[config.mk]
export PLATFORM = sky130hd
export DESIGN_NAME = axi4lite_reg_slice
export DESIGN_NICKNAME = d
export VERILOG_FILES = /design/src/rtl/axi4lite_pkg.sv /design/src/rtl/axi4lite_skid_buf.sv /design/src/rtl/axi4lite_reg_slice.sv
export SDC_FILE = /design/constraint.sdc
export NUM_CORES = 1
export LEC_CHECK = 0
export ABC_AREA = 1
export BUFFER_PORTS_ARGS = -buffer_cell sky130_fd_sc_hd__buf_2
export CORE_MARGIN = 2
export CORE_UTILIZATION = 53
export DETAILED_ROUTE_END_ITERATION = 8
export PLACE_DENSITY = 0.79
export SLEW_MARGIN = 10
export SYNTH_ARGS = -nofsm -noshare
export SYNTH_HDL_FRONTEND = slang
export SYNTH_SLANG_ARGS = --single-unit
[constraint.sdc]
create_clock -name ACLK -period 1.4 [get_ports ACLK]
set_input_delay 0.28 -clock ACLK [delete_from_list [all_inputs] [get_ports ACLK]]
set_output_delay 0.28 -clock ACLK [all_outputs]
set_load 0.05 [all_outputs]
[src/rtl/axi4lite_pkg.sv]
`default_nettype none
// ============================================================================
// Module      : axi4lite_pkg
// Description : Shared types and constants for the AXI4-Lite register slice
//               (channel buffering modes, skid state encoding, response codes).
// Revision    : 1.0 - initial release
// ============================================================================
package axi4lite_pkg;

   // Per-channel buffering mode
   typedef enum logic [1:0] {
      SLICE_BYPASS = 2'd0,
      SLICE_FWD    = 2'd1,
      SLICE_SKID   = 2'd2
   } slice_mode_e;

   // Occupancy of a full skid buffer: main entry is always older than skid
   typedef enum logic [1:0] {
      ST_EMPTY = 2'd0,
      ST_FULL1 = 2'd1,
      ST_FULL2 = 2'd2
   } skid_state_e;

   localparam logic [1:0] RESP_OKAY   = 2'b00;
   localparam logic [1:0] RESP_EXOKAY = 2'b01;
   localparam logic [1:0] RESP_SLVERR = 2'b10;
   localparam logic [1:0] RESP_DECERR = 2'b11;

   // One strobe bit per data byte
   function automatic int strb_width(input int data_width);
      return data_width / 8;
   endfunction

endpackage
`default_nettype wire

[src/rtl/axi4lite_skid_buf.sv]
`default_nettype none
// ============================================================================
// Module      : axi4lite_skid_buf
// Description : One generic valid/ready channel stage. MODE selects bypass
//               (wires only), forward register, or two-entry full skid buffer
//               with a registered in_ready.
// Revision    : 1.0 - initial release
// ============================================================================
module axi4lite_skid_buf
   import axi4lite_pkg::*;
#(
   parameter int WIDTH = 32,
   parameter int MODE  = 2
) (
   input  logic             clk,
   input  logic             rst,
   input  logic             in_valid,
   output logic             in_ready,
   input  logic [WIDTH-1:0] in_data,
   output logic             out_valid,
   input  logic             out_ready,
   output logic [WIDTH-1:0] out_data
);

   generate
      if (MODE == int'(SLICE_FWD)) begin : g_fwd
         logic             valid_q;
         logic [WIDTH-1:0] data_q;

         // Ready looks through the stage when it is empty or draining this cycle
         assign in_ready  = !rst && (!valid_q || out_ready);
         assign out_valid = valid_q;
         assign out_data  = data_q;

         // Single pipeline register: load on input transfer, clear on output transfer
         always_ff @(posedge clk) begin
            if (rst) begin
               valid_q <= 1'b0;
               data_q  <= '0;
            end else if (in_valid && in_ready) begin
               valid_q <= 1'b1;
               data_q  <= in_data;
            end else if (valid_q && out_ready) begin
               valid_q <= 1'b0;
            end
         end

      end else if (MODE == int'(SLICE_SKID)) begin : g_skid
         skid_state_e      state_q, state_d;
         logic [WIDTH-1:0] main_q, main_d;
         logic [WIDTH-1:0] skid_q, skid_d;
         logic             ready_q;
         logic             in_xfer, out_xfer;

         assign in_xfer   = in_valid && ready_q;
         assign out_xfer  = (state_q != ST_EMPTY) && out_ready;
         assign in_ready  = ready_q;
         assign out_valid = (state_q != ST_EMPTY);
         assign out_data  = main_q;

         // Next occupancy and entry contents; skid only fills when the sink stalls
         always_comb begin
            state_d = state_q;
            main_d  = main_q;
            skid_d  = skid_q;
            case (state_q)
               ST_EMPTY: begin
                  if (in_xfer) begin
                     state_d = ST_FULL1;
                     main_d  = in_data;
                  end
               end
               ST_FULL1: begin
                  if (in_xfer && out_xfer) begin
                     main_d = in_data;
                  end else if (in_xfer) begin
                     skid_d  = in_data;
                     state_d = ST_FULL2;
                  end else if (out_xfer) begin
                     state_d = ST_EMPTY;
                  end
               end
               ST_FULL2: begin
                  if (out_xfer) begin
                     main_d  = skid_q;
                     state_d = ST_FULL1;
                  end
               end
               default: state_d = ST_EMPTY;
            endcase
         end

         // State, entries and the registered ready; ready drops only when both entries hold data
         always_ff @(posedge clk) begin
            if (rst) begin
               state_q <= ST_EMPTY;
               main_q  <= '0;
               skid_q  <= '0;
               ready_q <= 1'b0;
            end else begin
               state_q <= state_d;
               main_q  <= main_d;
               skid_q  <= skid_d;
               ready_q <= (state_d != ST_FULL2);
            end
         end

      end else begin : g_bypass
         logic unused_clk_rst;

         // Pure wires; clock and reset have no effect in this mode
         assign unused_clk_rst = clk ^ rst;
         assign out_valid      = in_valid;
         assign out_data       = in_data;
         assign in_ready       = out_ready;
      end
   endgenerate

endmodule
`default_nettype wire

[src/rtl/axi4lite_reg_slice.sv]
`default_nettype none
// ============================================================================
// Module      : axi4lite_reg_slice
// Description : AXI4-Lite register slice. Each of AW, W, B, AR, R gets its own
//               buffering stage; request channels flow s->m, responses m->s.
// Revision    : 1.0 - initial release
// ============================================================================
module axi4lite_reg_slice
   import axi4lite_pkg::*;
#(
   parameter int ADDR_WIDTH = 6,
   parameter int DATA_WIDTH = 32,
   parameter int AW_MODE    = 2,
   parameter int W_MODE     = 2,
   parameter int B_MODE     = 2,
   parameter int AR_MODE    = 2,
   parameter int R_MODE     = 2
) (
   input  logic                    ACLK,
   input  logic                    ARESET,
   input  logic [ADDR_WIDTH-1:0]   s_AWADDR,
   input  logic                    s_AWVALID,
   output logic                    s_AWREADY,
   output logic [ADDR_WIDTH-1:0]   m_AWADDR,
   output logic                    m_AWVALID,
   input  logic                    m_AWREADY,
   input  logic [DATA_WIDTH-1:0]   s_WDATA,
   input  logic [DATA_WIDTH/8-1:0] s_WSTRB,
   input  logic                    s_WVALID,
   output logic                    s_WREADY,
   output logic [DATA_WIDTH-1:0]   m_WDATA,
   output logic [DATA_WIDTH/8-1:0] m_WSTRB,
   output logic                    m_WVALID,
   input  logic                    m_WREADY,
   output logic [1:0]              s_BRESP,
   output logic                    s_BVALID,
   input  logic                    s_BREADY,
   input  logic [1:0]              m_BRESP,
   input  logic                    m_BVALID,
   output logic                    m_BREADY,
   input  logic [ADDR_WIDTH-1:0]   s_ARADDR,
   input  logic                    s_ARVALID,
   output logic                    s_ARREADY,
   output logic [ADDR_WIDTH-1:0]   m_ARADDR,
   output logic                    m_ARVALID,
   input  logic                    m_ARREADY,
   output logic [DATA_WIDTH-1:0]   s_RDATA,
   output logic [1:0]              s_RRESP,
   output logic                    s_RVALID,
   input  logic                    s_RREADY,
   input  logic [DATA_WIDTH-1:0]   m_RDATA,
   input  logic [1:0]              m_RRESP,
   input  logic                    m_RVALID,
   output logic                    m_RREADY
);

   localparam int STRB_W = strb_width(DATA_WIDTH);

   // Write address, upstream to downstream
   axi4lite_skid_buf #(.WIDTH(ADDR_WIDTH), .MODE(AW_MODE)) u_aw (
      .clk       (ACLK),
      .rst       (ARESET),
      .in_valid  (s_AWVALID),
      .in_ready  (s_AWREADY),
      .in_data   (s_AWADDR),
      .out_valid (m_AWVALID),
      .out_ready (m_AWREADY),
      .out_data  (m_AWADDR)
   );

   // Write data with strobes, upstream to downstream
   axi4lite_skid_buf #(.WIDTH(DATA_WIDTH + STRB_W), .MODE(W_MODE)) u_w (
      .clk       (ACLK),
      .rst       (ARESET),
      .in_valid  (s_WVALID),
      .in_ready  (s_WREADY),
      .in_data   ({s_WSTRB, s_WDATA}),
      .out_valid (m_WVALID),
      .out_ready (m_WREADY),
      .out_data  ({m_WSTRB, m_WDATA})
   );

   // Write response, downstream to upstream
   axi4lite_skid_buf #(.WIDTH(2), .MODE(B_MODE)) u_b (
      .clk       (ACLK),
      .rst       (ARESET),
      .in_valid  (m_BVALID),
      .in_ready  (m_BREADY),
      .in_data   (m_BRESP),
      .out_valid (s_BVALID),
      .out_ready (s_BREADY),
      .out_data  (s_BRESP)
   );

   // Read address, upstream to downstream
   axi4lite_skid_buf #(.WIDTH(ADDR_WIDTH), .MODE(AR_MODE)) u_ar (
      .clk       (ACLK),
      .rst       (ARESET),
      .in_valid  (s_ARVALID),
      .in_ready  (s_ARREADY),
      .in_data   (s_ARADDR),
      .out_valid (m_ARVALID),
      .out_ready (m_ARREADY),
      .out_data  (m_ARADDR)
   );

   // Read data with response, downstream to upstream
   axi4lite_skid_buf #(.WIDTH(DATA_WIDTH + 2), .MODE(R_MODE)) u_r (
      .clk       (ACLK),
      .rst       (ARESET),
      .in_valid  (m_RVALID),
      .in_ready  (m_RREADY),
      .in_data   ({m_RRESP, m_RDATA}),
      .out_valid (s_RVALID),
      .out_ready (s_RREADY),
      .out_data  ({s_RRESP, s_RDATA})
   );

endmodule
`default_nettype wire

==> results of run 1 <==
[metrics by stage]
step                cells  area [µm²]  hold WS (ns)  power [µW]  worst slack (ns)
finish               1653       10100         0.127       13100            0.0424
global route         1652       10100         0.124       13700           0.00157
CTS                  1651       10100         0.114       13200           0.00205
detailed placement   1620        9430         0.473        8350             0.119
global placement     1620        9430         0.462        8320             0.162
floorplan            1276        8160         0.427        7640           0.00875
[worst max-delay path, cell delays in order (launching register included)]
cell	delay, ns
dfxtp_2	0.36
inv_4	0.06
nand2_4	0.08
buf_6	0.16
[power groups by stage]
| stage | sequential, µW | combinational (µW) | clock, µW |
|---|---|---|---|
| floorplan | 6590 | 1050 | 0 |
| global placement | 5770 | 2550 | 0 |
| finish | 5670 | 2610 | 4810 |
| detailed placement | 5780 | 2570 | 0 |
| CTS | 5670 | 2600 | 4880 |
| global route | 5690 | 2880 | 5100 |
[cells by family after synthesis]
logic type | count (synthesis) | share of synthesized area
flip-flops | 183 | 0.450
AND/OR/NAND/NOR | 819 | 0.397
buffers and inverters | 178 | 0.0943
AO/OA/AOI/OAI | 96 | 0.0590
[final cells by class]
class                      instances  area share
clock buffer                      21      0.0456
clock inverter                     9      0.0125
multi-input combinational        915       0.369
timing repair buffer             228       0.144
inverter                         108      0.0411
sequential                       183       0.365
tap                              188      0.0233
antenna                            1    0.000248
[per-layer routing]
metal	part of all wire	vias to the layer above	wire length, µm	track usage
met1	0.46	3524	9000	0.316
met5	0	-	0	0
met4	0.0097	0	191	0.0627
met2	0.46	243	9100	0.403
met3	0.075	18	1480	0.0714
li1	-	4218	-	-
[state kept, by name, summed over array words and instances (netlist names), 2 cells and up]
register and flops:
u_aw.g_skid.skid_q 6, u_r.g_skid.skid_q 34, u_ar.g_skid.state_q 2, u_b.g_skid.state_q 2, u_w.g_skid.skid_q 36, u_w.out_data 36, u_w.g_skid.state_q 2, u_ar.g_skid.skid_q 6
u_b.g_skid.skid_q 2, u_r.g_skid.state_q 2, u_ar.out_data 6, u_aw.out_data 6, u_aw.g_skid.state_q 2, u_b.out_data 2, u_r.out_data 34
[worst paths after layout]
kind / startpoint / end / depth (start not counted)
hold / removal: m_RDATA[2] / u_r.g_skid.skid_q[2]$_SDFFE_PP0P_ / 3
hold reg to reg: u_aw.g_skid.skid_q[5]$_SDFFE_PP0P_ / u_aw.g_skid.skid_q[5]$_SDFFE_PP0P_ / 2
setup / recovery: u_w.g_skid.state_q[0]$_SDFF_PP0_ / m_WVALID / 3
setup reg to reg: u_w.g_skid.state_q[0]$_SDFF_PP0_ / u_w.g_skid.skid_q[2]$_SDFFE_PP0P_ / 6
[repair_timing]
action,4_1_cts,5_1_grt
resized for setup,15,15
endpoints found under the hold margin,0,0
endpoints found under the setup margin,5,11
buffers inserted,1,1
[cells in the mapped netlist, drive strengths merged]
library cell,number,share of area
buf,43,0.032
nand2,375,0.18
o21ai,88,0.054
dfxtp,183,0.45
a21oi,8,0.0049
clkbuf,27,0.013
nand3,81,0.050
nor2,353,0.16
and2,5,0.0038
nand4,5,0.0038
inv,108,0.050
==> flow_metrics.env, run 1 <==
export IMPL_viasPerCell=4.84
export IMPL_p_int_uw=9140
export IMPL_status="finished, final reports clean"
export IMPL_postLayoutCoreUtil=0.670
export IMPL_startpoint_type="flip-flop"
export IMPL_switching_share=0.301
export IMPL_antenna_found_initial=0
export IMPL_grt_pass1_vias=7227
export IMPL_vias=8003
export IMPL_wl_um=19800
export IMPL_yosysWarnings=0
export IMPL_drtPass1Iterations=5
export IMPL_die_w_um=128
export IMPL_fin_crit_sh=0.970
export IMPL_fin_skew_ns=0.00801
export IMPL_final_common_cell="nand2_1"
export IMPL_end_kind="output port"
export IMPL_relSlewSlack=0.767
export IMPL_ff2ff_setup_slack_ns=0.17
export IMPL_clk_pin_slew_ns=0.06
export IMPL_die_area_um2=16400
export IMPL_syn_instance_count=1276
export IMPL_fillCellCount=1395
export IMPL_cts_tree="built"
export IMPL_crit_required_ns=1.12
export IMPL_crit_type="flip-flop to output port"
export IMPL_fmax_ghz=0.737
export IMPL_rsz0062_at_grt="false"
export IMPL_peakVddDrop_v=0.000844
export IMPL_comb_power_share=0.200
export IMPL_tns_ns=0
export IMPL_finalCriticalPeriod_ns=1.36
export IMPL_drive_above_1_share=0.198
export IMPL_clk_latency_ns=0.42
export IMPL_final_setup_viol_count=0
export IMPL_critPathArrivalTime_ns=1.08
export IMPL_port_buffers=189
export IMPL_clk_path_buf_depth=2
export IMPL_avgSynthCellArea_um2=6.39
export IMPL_seq_power_share=0.433
export IMPL_cp_max_fo=6
export IMPL_p_leak_uw=0.00533
export IMPL_drc=0
export IMPL_ios=190
export IMPL_grt_overflow=0
export IMPL_cts_root_buffer="clkbuf_16"
export IMPL_clkPwrFrac=0.367
export IMPL_maxCapViolCount=0
export IMPL_wl_per_cell_um=12.0
export IMPL_syn_area_um2=8150
export IMPL_ctsHoldBuffers=0
export IMPL_synth_seq_cells=183
export IMPL_track_usage=0.245
export IMPL_dieHeight_um=128
export IMPL_drt_first_iter_violations=530
export IMPL_cts_buffers=17
export IMPL_multiInputGateArea_um2=3730
export IMPL_place_gp_congestion=0.857
export IMPL_synthesis_nets=1372
export IMPL_initial_core_util=0.540
export IMPL_power_per_cell_area_nw_per_um2=1290
export IMPL_fin_nets=1549
export IMPL_hold_viol_final=0
export IMPL_grt_first_pass_wirelength_um=33100
export IMPL_cts_sinks=183
export IMPL_core_um2=15100
export IMPL_power_switching_uw=3940
export IMPL_seqCellArea_um2=3690
export IMPL_ant_nets=0
export IMPL_worstMarginPinSlew_ns=0.349
export IMPL_synth_cell_types=21
export IMPL_final_cell_mix="nand2_1 (365), nor2_1 (351), buf_2 (184), dfxtp_1 (171), inv_1 (98)"
export IMPL_place_detailed_hpwl_um=13200
export IMPL_ys_seq_area_frac=0.450
export IMPL_hp_class="input pin to flip-flop"
export IMPL_area_growth_pct=24.0
export IMPL_grt_max_degree=60
export IMPL_cts_max_level=4
export IMPL_rows=45
export IMPL_slew_viol_final=0
No activity file was read; power rests on OpenSTA's default activity.
==> run 2: changes to the inputs <==
--- a/config.mk
+++ b/config.mk
@@ -5,9 +5,7 @@
 export SDC_FILE = /design/constraint.sdc
 export NUM_CORES = 1
 export LEC_CHECK = 0
-export ABC_AREA = 1
 export BUFFER_PORTS_ARGS = -buffer_cell sky130_fd_sc_hd__buf_2
-export CORE_MARGIN = 2
 export CORE_UTILIZATION = 53
 export DETAILED_ROUTE_END_ITERATION = 8
 export PLACE_DENSITY = 0.79
==> run 2 against run 1 <==
The flow now finishes with violations (setup timing). Register-to-register slack lost 0.32 ns. Via count shrank 17%. Setup slack lost 0.19 ns. First-iteration DRC count shrank 17%. Routed wire length grew 7.6%. Clock power grew 1%. Sequential power shrank 3%. Synthesized area shrank 4.7%. Sequential share of layout area shrank 2.6 points. Critical path depth grew 3. Critical endpoint is now u_r.out_data[16]$_SDFFE_PP0P_. Largest cell class unchanged.
==> flow_metrics.env, run 2 <==
export IMPL_initial_core_util=0.551
export IMPL_cts_sinks=183
export IMPL_p_leak_uw=0.00497
export IMPL_grt_pass1_vias=5955
export IMPL_final_common_cell="buf_2"
export IMPL_rows=43
export IMPL_grt_max_degree=101
export IMPL_switching_share=0.271
export IMPL_final_cell_mix="buf_2 (182), dfxtp_1 (168), nor2_1 (108), mux2i_1 (95), nand2_1 (87)"
export IMPL_r2r_start="u_r.g_skid.state_q[0]$_SDFF_PP0_"
export IMPL_netlist_top_cells_count="dfxtp_1 (183), nand2_1 (148), nor2_1 (108), mux2i_1 (101), a21oi_1 (80)"
export IMPL_power_per_cell_area_nw_per_um2=1130
export IMPL_synth_fa_ha_area_frac=0
export IMPL_ff2ff_setup_slack_ns=-0.15
export IMPL_whs_path_depth=3
export IMPL_synthSimpleGateAreaFrac=0.164
export IMPL_fin_crit_sh=1.10
export IMPL_tns_ns=-8.31
export IMPL_slew_viol_final=0
export IMPL_peakVddDrop_v=0.000874
export IMPL_vias=6624
export IMPL_track_usage=0.238
export IMPL_violations="setup timing"
export IMPL_synth_top_area_cell="dfxtp_1"
export IMPL_port_buffers=189
export IMPL_ff2ff_path_depth=6
export IMPL_syn_area_um2=7770
export IMPL_hold_viol_final=0
export IMPL_wl_per_cell_um=17.2
export IMPL_place_gp_congestion=0.781
export IMPL_p_int_uw=9020
export IMPL_fmax_ghz=0.647
export IMPL_rsz0062_at_grt="true"
export IMPL_seqCellArea_um2=3710
export IMPL_synth_compound_area_frac=0.0657
export IMPL_end_kind="flip-flop"
export IMPL_fin_nets=1140
export IMPL_hp_class="input pin to flip-flop"
export IMPL_cts_buffers=17
export IMPL_ios=190
export IMPL_synth_edff_count=0
export IMPL_clk_latency_ns=0.43
export IMPL_critPathArrivalTime_ns=1.84
export IMPL_synth_mux_area_frac=0.249
export IMPL_clk_path_buf_depth=2
export IMPL_dr_wl_met2_um=10900
export IMPL_yosysMostFrequentCell="dfxtp_1"
export IMPL_grt_first_pass_wirelength_um=28100
export IMPL_ctsHoldBuffers=0
export IMPL_power_switching_uw=3360
export IMPL_die_w_um=123
export IMPL_ys_seq_area_frac=0.472
export IMPL_fillCellCount=885
export IMPL_dieHeight_um=123
export IMPL_maxCapViolCount=0
export IMPL_ant_nets=0
export IMPL_synth_cell_types=35
export IMPL_crit_required_ns=1.70
export IMPL_avgSynthCellArea_um2=9.51
export IMPL_r2r_end="u_r.out_data[16]$_SDFFE_PP0P_"
export IMPL_final_setup_viol_count=147
export IMPL_synth_xor_area_share=0
export IMPL_place_detailed_hpwl_um=11300
export IMPL_core_um2=14100
export IMPL_viasPerCell=5.35
export IMPL_cts_root_buffer="clkbuf_16"
export IMPL_drive_above_1_share=0.438
export IMPL_startpoint_type="flip-flop"
export IMPL_synth_ff_type="dfxtp_1"
export IMPL_seq_power_share=0.444
export IMPL_worstMarginPinSlew_ns=0.458
export IMPL_wl_met1_um=8810
export IMPL_drtPass1Iterations=4
export IMPL_relSlewSlack=0.695
export IMPL_cts_tree="built"
export IMPL_wl_met3_um=1170
export IMPL_fin_skew_ns=0.0105
export IMPL_min_from="s_WDATA[8]"
export IMPL_timing_final_ws_setup_ns=-0.145
export IMPL_n_antenna_cell=0
export IMPL_whs_ns=0.0969
export IMPL_wl_um=21300
export IMPL_grt_overflow=0
export IMPL_crit_type="flip-flop to flip-flop"
export IMPL_comb_power_share=0.163
export IMPL_clkPwrFrac=0.393
export IMPL_status="finished, violations left"
export IMPL_antenna_found_initial=0
export IMPL_drt_first_iter_violations=441
export IMPL_cts_max_level=4
export IMPL_synthTopCellsByArea="dfxtp_1 (47%), mux2i_1 (13%), mux2_1 (10%)"
export IMPL_whs_endpoint="u_w.g_skid.skid_q[8]$_SDFFE_PP0P_"
export IMPL_cp_max_fo=5
export IMPL_syn_instance_count=817
export IMPL_synthesis_nets=913
export IMPL_synth_top_area_frac=0.472
export IMPL_synth_top_family_by_area="multiplexers"
export IMPL_finalCriticalPeriod_ns=1.55
export IMPL_synth_seq_cells=183
export IMPL_highest_layer="met4"
export IMPL_drc=0
export IMPL_multiInputGateArea_um2=4350
export IMPL_die_area_um2=15100
export IMPL_area_growth_pct=41.2
export IMPL_clk_pin_slew_ns=0.07
export IMPL_async_flop_share=0
export IMPL_yosysWarnings=0
run 2: cells by family after synthesis:
group	after synthesis
AOI/OAI and AO/OA	94
buffers and inverters	58
DFF	183
muxes	183
and+or+nand+nor	299
run 2: worst max path at each step:
stage	from	to	slack, ns	cells after the start
after floorplan	u_w.g_skid.state_q[0]$_SDFF_PP0_	u_w.out_data[10]$_SDFFE_PP0P_	0.007	6
after global placement	m_WREADY	u_w.out_data[22]$_SDFFE_PP0P_	-0.08	6
after detailed placement	m_WREADY	u_w.out_data[21]$_SDFFE_PP0P_	-0.15	6
after CTS	u_w.g_skid.state_q[1]$_SDFF_PP0_	m_WVALID	-0.08	2
after global routing	u_r.g_skid.state_q[0]$_SDFF_PP0_	u_r.out_data[16]$_SDFFE_PP0P_	-0.23	6
final	u_r.g_skid.state_q[0]$_SDFF_PP0_	u_r.out_data[16]$_SDFFE_PP0P_	-0.15	6
run 2: final cells by class:
type	count	area share
Clock inverter	10	0.0104
Sequential cell	183	0.338
Clock buffer	22	0.0441
Timing Repair Buffer	264	0.190
Multi-Input combinational cell	576	0.396
Tap cell	180	0.0205
Inverter	2	0.000684
run 2: through the flow:
| stage | setup WS (ns) | instances | cell area (µm²) | util | power, µW |
|---|---|---|---|---|---|
| floorplan | 0.00665 | 817 | 7790 | - | 6820 |
| global placement | -0.0762 | 1175 | 9140 | 0.648 | 7310 |
| detailed placement | -0.146 | 1175 | 9140 | 0.648 | 7330 |
| CTS | -0.0769 | 1221 | 10100 | 0.713 | 12200 |
| global route | -0.230 | 1237 | 11000 | 0.778 | 12800 |
| finish | -0.145 | 1237 | 11000 | 0.778 | 12400 |
run 2: power groups by stage:
stage	combinational, µW	sequential [µW]	clock [µW]
floorplan	720	6100	0
global placement	1700	5600	0
detailed placement	1720	5610	0
CTS	1850	5490	4900
global route	2120	5520	5160
finish	2010	5500	4860
run 2: layer usage:
layer	track usage	vias to the layer above
li1	-	3208
met1	0.294	3168
met2	0.397	208
met3	0.0637	40
met4	0.0866	0
met5	0	-
run 2: worst max-delay path, cell delays in order, from the launching register on:
cell     delay [ns]
dfxtp_4        0.37
and3b_1        0.21
a31oi_4        0.24
buf_6          0.17
buf_12         0.13
mux2i_1        0.20
nor2_1         0.08
run 2: timing repair:
action,CTS,global route
setup endpoints to repair,85,170
buffers inserted,12,3
gates cloned,3,13
resized for setup,59,178
pin swaps,4,86
